File: src/rtl/ks_cipher_pkg.sv
// ----------------------------------------------------------------------------
// ks_cipher_pkg
// Shared definitions for the keystream XOR cipher.
//   ks_state_t     : keystream sequencer states (IDLE, RELOAD, SKIP, RUN)
//   DEF_*          : default parameter values used by the top level
//   ks_en_for()    : LFSR enable as a function of sequencer state
// ----------------------------------------------------------------------------
package ks_cipher_pkg;

    typedef enum logic [1:0] {
        IDLE   = 2'd0,
        RELOAD = 2'd1,
        SKIP   = 2'd2,
        RUN    = 2'd3
    } ks_state_t;

    localparam int unsigned DEF_BLOCK_SIZE = 32;
    localparam int unsigned DEF_FIFO_DEPTH = 8;
    localparam int unsigned DEF_WARMUP     = 16;
    localparam int unsigned DEF_CNT_W      = 32;

    // The LFSR only advances while we are walking or harvesting keystream;
    // every other state holds its enable low, which reloads the seed.
    function automatic logic ks_en_for(input ks_state_t s);
        return (s == SKIP) || (s == RUN);
    endfunction

endpackage

File: src/rtl/ks_fifo.sv
// ----------------------------------------------------------------------------
// ks_fifo
// Synchronous FIFO holding prefetched keystream words.
// Ports:
//   clk, rst   : clock, synchronous active-high reset
//   clear      : synchronous flush (wins over push/pop)
//   push, din  : write a word; accepted when not full or when popping
//   pop        : discard the head word; ignored when empty
//   full/empty : occupancy flags
//   head       : word at the read pointer (valid when !empty)
// ----------------------------------------------------------------------------
module ks_fifo #(
    parameter int unsigned DEPTH = 8,
    parameter int unsigned WIDTH = 32
) (
    input  logic             clk,
    input  logic             rst,
    input  logic             clear,
    input  logic             push,
    input  logic             pop,
    input  logic [WIDTH-1:0] din,
    output logic             full,
    output logic             empty,
    output logic [WIDTH-1:0] head
);

    localparam int unsigned AW = $clog2(DEPTH);

    logic [WIDTH-1:0] mem [DEPTH];
    logic [AW-1:0]    rd_ptr;
    logic [AW-1:0]    wr_ptr;
    logic [AW:0]      count;
    logic             do_push;
    logic             do_pop;

    // A push into a full FIFO is legal when the same cycle pops, so the
    // full test effectively looks at occupancy after the pop.
    assign do_pop  = pop & ~empty;
    assign do_push = push & (~full | do_pop);

    assign full  = (count == (AW+1)'(DEPTH));
    assign empty = (count == '0);
    assign head  = mem[rd_ptr];

    // Storage is not reset; occupancy alone decides what is valid.
    always_ff @(posedge clk) begin
        if (do_push && !clear) begin
            mem[wr_ptr] <= din;
        end
    end

    // Pointers wrap naturally because DEPTH is a power of two.
    always_ff @(posedge clk) begin
        if (rst || clear) begin
            rd_ptr <= '0;
            wr_ptr <= '0;
            count  <= '0;
        end else begin
            if (do_push) begin
                wr_ptr <= wr_ptr + AW'(1);
            end
            if (do_pop) begin
                rd_ptr <= rd_ptr + AW'(1);
            end
            case ({do_push, do_pop})
                2'b10:   count <= count + (AW+1)'(1);
                2'b01:   count <= count - (AW+1)'(1);
                default: count <= count;
            endcase
        end
    end

endmodule

File: src/rtl/keystream_xor_cipher.sv
// ----------------------------------------------------------------------------
// keystream_xor_cipher
// XORs plaintext blocks with LFSR keystream words consumed strictly in index
// order. The LFSR cannot stall, so keystream is prefetched into a FIFO; when
// the FIFO is full the LFSR is reloaded and fast-forwarded to the first word
// that has not yet been captured.
// Ports:
//   clk, rst              : clock, synchronous active-high reset
//   start, stop           : session control pulses (stop has priority)
//   in_valid/in_ready/in_data    : plaintext input handshake
//   out_valid/out_ready/out_data : ciphertext output handshake
//   ks_en                 : LFSR enable (low reloads the LFSR seed)
//   ks_word               : current LFSR output word
//   busy                  : session active (state != IDLE)
//   blk_count             : blocks produced in this session
// ----------------------------------------------------------------------------
module keystream_xor_cipher
    import ks_cipher_pkg::*;
#(
    parameter int unsigned BLOCK_SIZE = DEF_BLOCK_SIZE,
    parameter int unsigned FIFO_DEPTH = DEF_FIFO_DEPTH,
    parameter int unsigned WARMUP     = DEF_WARMUP,
    parameter int unsigned CNT_W      = DEF_CNT_W
) (
    input  logic                  clk,
    input  logic                  rst,
    input  logic                  start,
    input  logic                  stop,
    input  logic                  in_valid,
    output logic                  in_ready,
    input  logic [BLOCK_SIZE-1:0] in_data,
    output logic                  out_valid,
    input  logic                  out_ready,
    output logic [BLOCK_SIZE-1:0] out_data,
    output logic                  ks_en,
    input  logic [BLOCK_SIZE-1:0] ks_word,
    output logic                  busy,
    output logic [CNT_W-1:0]      blk_count
);

    ks_state_t             state;
    ks_state_t             state_next;

    // ks_idx   : keystream index of the word currently on ks_word
    // push_idx : index of the next word the FIFO still needs
    logic [CNT_W-1:0]      ks_idx;
    logic [CNT_W-1:0]      push_idx;

    logic                  fifo_push;
    logic                  fifo_pop;
    logic                  fifo_clear;
    logic                  fifo_full;
    logic                  fifo_empty;
    logic [BLOCK_SIZE-1:0] fifo_head;

    logic                  accept;
    logic                  can_push;
    logic                  session_start;
    logic                  session_stop;

    assign busy          = (state != IDLE);
    assign ks_en         = ks_en_for(state);
    assign in_ready      = busy & ~fifo_empty & (~out_valid | out_ready);
    assign accept        = in_valid & in_ready;
    assign fifo_pop      = accept;
    assign can_push      = ~fifo_full | fifo_pop;
    assign session_start = (state == IDLE) & start & ~stop;
    assign session_stop  = busy & stop;
    assign fifo_clear    = session_start | session_stop;

    ks_fifo #(
        .DEPTH (FIFO_DEPTH),
        .WIDTH (BLOCK_SIZE)
    ) u_fifo (
        .clk   (clk),
        .rst   (rst),
        .clear (fifo_clear),
        .push  (fifo_push),
        .pop   (fifo_pop),
        .din   (ks_word),
        .full  (fifo_full),
        .empty (fifo_empty),
        .head  (fifo_head)
    );

    always_ff @(posedge clk) begin
        if (rst) begin
            state <= IDLE;
        end else begin
            state <= state_next;
        end
    end

    // Sequencer. A word that finds the FIFO full is never captured; we reload
    // and walk forward again, and because push_idx did not move the walk ends
    // exactly on that missed word. If the FIFO is still full when the walk
    // arrives, the cycle simply repeats until the consumer frees a slot.
    always_comb begin
        state_next = state;
        fifo_push  = 1'b0;
        case (state)
            IDLE: begin
                if (session_start) begin
                    state_next = RELOAD;
                end
            end
            RELOAD: begin
                state_next = SKIP;
            end
            SKIP: begin
                if (ks_idx == push_idx) begin
                    if (can_push) begin
                        fifo_push  = 1'b1;
                        state_next = RUN;
                    end else begin
                        state_next = RELOAD;
                    end
                end
            end
            RUN: begin
                if (can_push) begin
                    fifo_push = 1'b1;
                end else begin
                    state_next = RELOAD;
                end
            end
            default: begin
                state_next = IDLE;
            end
        endcase
        if (session_stop) begin
            state_next = IDLE;
            fifo_push  = 1'b0;
        end
    end

    // The LFSR shows index 0 the cycle after its reload edge and advances on
    // every enabled edge, so ks_idx mirrors that exactly.
    always_ff @(posedge clk) begin
        if (rst) begin
            ks_idx   <= '0;
            push_idx <= '0;
        end else begin
            if (state == RELOAD) begin
                ks_idx <= '0;
            end else if (ks_en) begin
                ks_idx <= ks_idx + CNT_W'(1);
            end
            if (session_start) begin
                push_idx <= CNT_W'(WARMUP);
            end else if (fifo_push) begin
                push_idx <= push_idx + CNT_W'(1);
            end
        end
    end

    // Output register: one-cycle latency, holds while stalled downstream.
    always_ff @(posedge clk) begin
        if (rst) begin
            out_valid <= 1'b0;
            out_data  <= '0;
            blk_count <= '0;
        end else begin
            if (session_start) begin
                blk_count <= '0;
            end else if (accept) begin
                blk_count <= blk_count + CNT_W'(1);
            end

            if (session_start || session_stop) begin
                out_valid <= 1'b0;
            end else if (accept) begin
                out_valid <= 1'b1;
            end else if (out_ready) begin
                out_valid <= 1'b0;
            end

            if (accept) begin
                out_data <= in_data ^ fifo_head;
            end
        end
    end

endmodule

File: config.mk
export PLATFORM = sky130hd
export DESIGN_NAME = keystream_xor_cipher
export DESIGN_NICKNAME = d
export VERILOG_FILES = /design/src/rtl/ks_cipher_pkg.sv /design/src/rtl/ks_fifo.sv /design/src/rtl/keystream_xor_cipher.sv
export SDC_FILE = /design/constraint.sdc
export NUM_CORES = 1
export LEC_CHECK = 0
export BUFFER_PORTS_ARGS = -buffer_cell sky130_fd_sc_hd__buf_2
export CAP_MARGIN = 20
export CORE_MARGIN = 8
export CORE_UTILIZATION = 25
export CTS_BUF_LIST = sky130_fd_sc_hd__clkbuf_8
export CTS_CLUSTER_SIZE = 12
export DETAILED_ROUTE_END_ITERATION = 6
export SLEW_MARGIN = 5
export SYNTH_ARGS = -nofsm -noshare
export SYNTH_HDL_FRONTEND = slang
export SYNTH_SLANG_ARGS = --single-unit
File: constraint.sdc
create_clock -name clk -period 9.4 [get_ports clk]
set_input_delay 1.88 -clock clk [delete_from_list [all_inputs] [get_ports clk]]
set_output_delay 1.88 -clock clk [all_outputs]
set_load 0.01 [all_outputs]
==> metrics.md <==
| Metric | Value |
|---|---|
| I/O pin count | between 100 and 150 |
| Synth Area in Compound Gates | around 3.1% |
| Final WL | between 30 and 40 mm |
| Crit path kind | in2reg |
| Fin crit share | between 40% and 50% |
| Sw frac | between 20% and 30% |
| CP max FO | 44 |
| Synthesized flop and latch total | 400 |
| PwrDens | around 180 mW/mm^2 |
| Hold-fix buffers, CTS | 0 |
| First-pass GRT wire length | 60.40 mm |
| Clock Path Buffers | 3 |
| Post-Synth XOR/XNOR Area | around 7.3% |
| Slowest CP cell | inv_2 |
| # clock sinks | 400 |
| Distinct cells, synth | between 50 and 60 |
| Worst reg2reg path startpoint | state[1] |
| Layout Nets | between 1000 and 1500 |
| Seq/Total Area, Yosys | 64.09% |
| Die Ht | around 270 um |
| Worst VDD drop | 90.95 uV |
| Number of gates resized after cts | 0 |
| Worst hold path class | reg2reg |
| Required time worst endpoint | 9950 ps |
| Clock Latency Late Sink | between 600 and 700 ps |
| Sequential share of power | 51.7% |
| Synth Net Count | around 1300 |
| CP startpoint kind | primary input |
| Worst R2R Path Depth | 11 |
| CTS tree | yes |
| Area leader, netlist | edfxtp_1 |
| DIE AREA | around 0.074 mm^2 |
| Num CTS Buffers | 72 |
| Worst hold path endpoint | out_data[24] |
| Area contributors post-synth | edfxtp_1 (47%), dfxtp_1 (17%), mux4_2 (8.7%) |
| Slew @ Worst Pin | 1032 ps |
| Final hold violations | 0 |
| Setup TNS | 0 ps |
| Final ANT Viol Nets | 0 |
| Area Overhead vs Synth | 19.52% |
| Dpl hpwl | 25.34 mm |
| Slew margin rel. | a little under a third |
| Clock Power Share | approximately 45% |
| Mean number of vias per cell | between 4 and 5 |
| Post-synth top area share | between 40% and 50% |
| Combinational family with the most area after synthesis | simple AND/OR/NAND/NOR gates |
| Ys Warns | 0 |
| Post-DR wirelength/cell | about 17 um |
| Clock Skew | roughly 32 ps |
| Setup Buffers After CTS | 0 |
| Pre-antenna DRT Iters | 5 |
| Crit path from | out_ready |
| Commonest cells post-synth | edfxtp_1 (256), dfxtp_1 (144), nand2_1 (121), nor2_1 (102), xnor2_1 (101) |
| Root buf cell | clkbuf_8 |
| Final setup vio count | 0 |
| Initial antenna violation count | 10 |
| Hold Path Stages | 2 |
| Largest net degree at the start of global routing | 65 |
| Input/output buffers | approximately 140 |
| GRT Total Usage | about a tenth |
| Outcome | completed |
| Synth Flop Type | edfxtp_1 |
| Crit. End Element | register |
| Multiplexer share of the synthesized area | about 11% |
| Via count | slightly above 10000 |
| Reg2Reg Capture Point | u_fifo.count[3] |
| RSZ-0062 raised after global routing | no |
| Iter 0 DRT Violations | 570 |
| Most frequent cell after synthesis | edfxtp_1 |
| P_sw | a little over 800 uW |
| Post-Syn Area | roughly 0.016 mm^2 |
| Max-cap violations | 0 |
| Combinational power share | 3.5% |
| Worst reg2reg setup slack | ~5400 ps |
| Syn avg cell area | around 14 um^2 |
| Post-Synth Adder-Cell Area | 1.108% |
| Final max-slew violation count | 0 |
| H-tree levels | 3 |
| Placer Congestion | around 0.8 |
| Max Freq | 0.2173 GHz |
| Grt total ovfl | 0 |
| Clock period minus worst slack | between 4000 and 5000 ps |
| Std-Cell Core Area | between 0.06 and 0.07 mm^2 |
| Worst path cell trace | buf_2 -> nor2b_1 -> or4_4 -> inv_2 -> ha_1 -> ha_1 -> a21o_1 -> a21oi_1 -> xnor2_1 -> or3_1 -> a21oi_1 |
| CP peak stage delay | approximately 860 ps |
| Power Internal | approximately 2800 uW |
| CTS clk-pin slew, worst paths | roughly 50 ps |
| Post-synth EDFFs | around 260 |
| Fin Hold WS | around 450 ps |
| Leak | about 0.0065 uW |
| Layout cells sized above 1 | between 20 and 25% |
| Post-Synth Simple-Gate Area | a little under an eighth |
| Post-Syn Instances | 1204 |
| Hold path start | out_data[24] |
| Fraction of registers with async set/reset | 0% |
| Initial core utilization | between 20% and 30% |
| Fill count | 6521 |
| Data arrival, critical path | 5150 ps |
| Die X | about 270 um |
| Num rows | 94 |
| Multi-input combinational cell area | about 0.0057 mm^2 |
| Reg area | about 0.011 mm^2 |
| DRC | 0 |
| Vias in the first global route | approximately 10000 |
## cell families after synthesis
group,Yosys count
flip-flops,400
multiplexers,102
XOR/XNOR,138
adder cells (fa/ha/maj),14
AND/OR/NAND/NOR,388
buffers and inverters,72
AO/OA/AOI/OAI,90
## worst max path at each step
stage	endpoint	slack, ps	depth (start not counted)
2_1_floorplan	u_fifo.mem[0][0]	2720	5
3_3_place_gp	u_fifo.count[3]	4090	11
3_5_place_dp	u_fifo.count[3]	4070	11
4_1_cts	u_fifo.count[3]	4780	11
5_1_grt	u_fifo.count[3]	4590	13
6_report	u_fifo.count[3]	4800	11
## critical path: cells and delay by family
| family | cells | cell delay (ps) |
|---|---|---|
| and+or+nand+nor | 3 | 1130 |
| AOI/OAI and AO/OA | 3 | 480 |
| buffers and inverters | 2 | 930 |
| xor gates and xnor gates | 1 | 90 |
| adders and majority gates | 2 | 600 |
## power by group through the flow
| stage | registers, uW | clock network, uW | logic [uW] |
|---|---|---|---|
| 6_report | 1880 | 1630 | 127 |
| 5_1_grt | 1880 | 1770 | 141 |
| 4_1_cts | 1880 | 1690 | 128 |
| 3_5_place_dp | 1910 | 0 | 128 |
| 3_3_place_gp | 1910 | 0 | 124 |
| 2_1_floorplan | 1910 | 0 | 69.9 |
## metal layers
layer	track usage (%)	wire length (um)	share of wire (%)	vias up
li1	-	-	-	4790
met2	17.73	19330	49	250
met5	0	41	0.10	-
met1	12.49	16790	43	4947
met3	3.313	2228	5.7	74
met4	3.209	841	2.1	6
## state kept, by name (all words and copies together), names as in the netlist, named ones only
| register | count |
|---|---|
| u_fifo.count | 4 |
| u_fifo.wr_ptr | 3 |
| push_idx | 32 |
| u_fifo.mem | 256 |
| out_data | 32 |
| u_fifo.rd_ptr | 3 |
| blk_count | 32 |
| state | 2 |
| ks_idx | 32 |
| out_valid | 1 |
## through the flow
stage	total power, uW	utilization [%]	setup slack (ps)	cell area [um^2]	std cells
2_1_floorplan	1984	-	2715	16490	1204
3_3_place_gp	2038	27.80	4093	18210	2169
3_5_place_dp	2043	27.87	4068	18260	2171
4_1_cts	3697	30.08	4775	19710	2301
5_1_grt	3790	30.08	4591	19710	2301
6_report	3632	30.09	4799	19710	2304
## final cells by class
class / count / share of cell area, %
diodes: 3 / 0.03808
well taps: 864 / 5.484
clock inverters: 51 / 1.828
clock buffers: 79 / 5.516
inverters: 24 / 0.4570
multi-input cells: 732 / 28.85
flip-flops and latches: 400 / 53.65
repair buffers: 151 / 4.176
## cells in the final DEF (no fill, tap or decap), types with 15 or more instances in the layout
master,netlist,final
xnor2_1,101,101
nor2_1,102,98
nand3_1,35,35
nand2_1,121,121
mux2i_1,38,38
dfxtp_1,144,141
buf_2,11,137
a21oi_1,63,63
nand4_1,29,29
mux4_2,64,64
edfxtp_1,256,256
and3_1,15,15
xor2_1,37,37
inv_1,22,45
clkbuf_8,0,79
No activity file was read; power rests on OpenSTA's default activity.
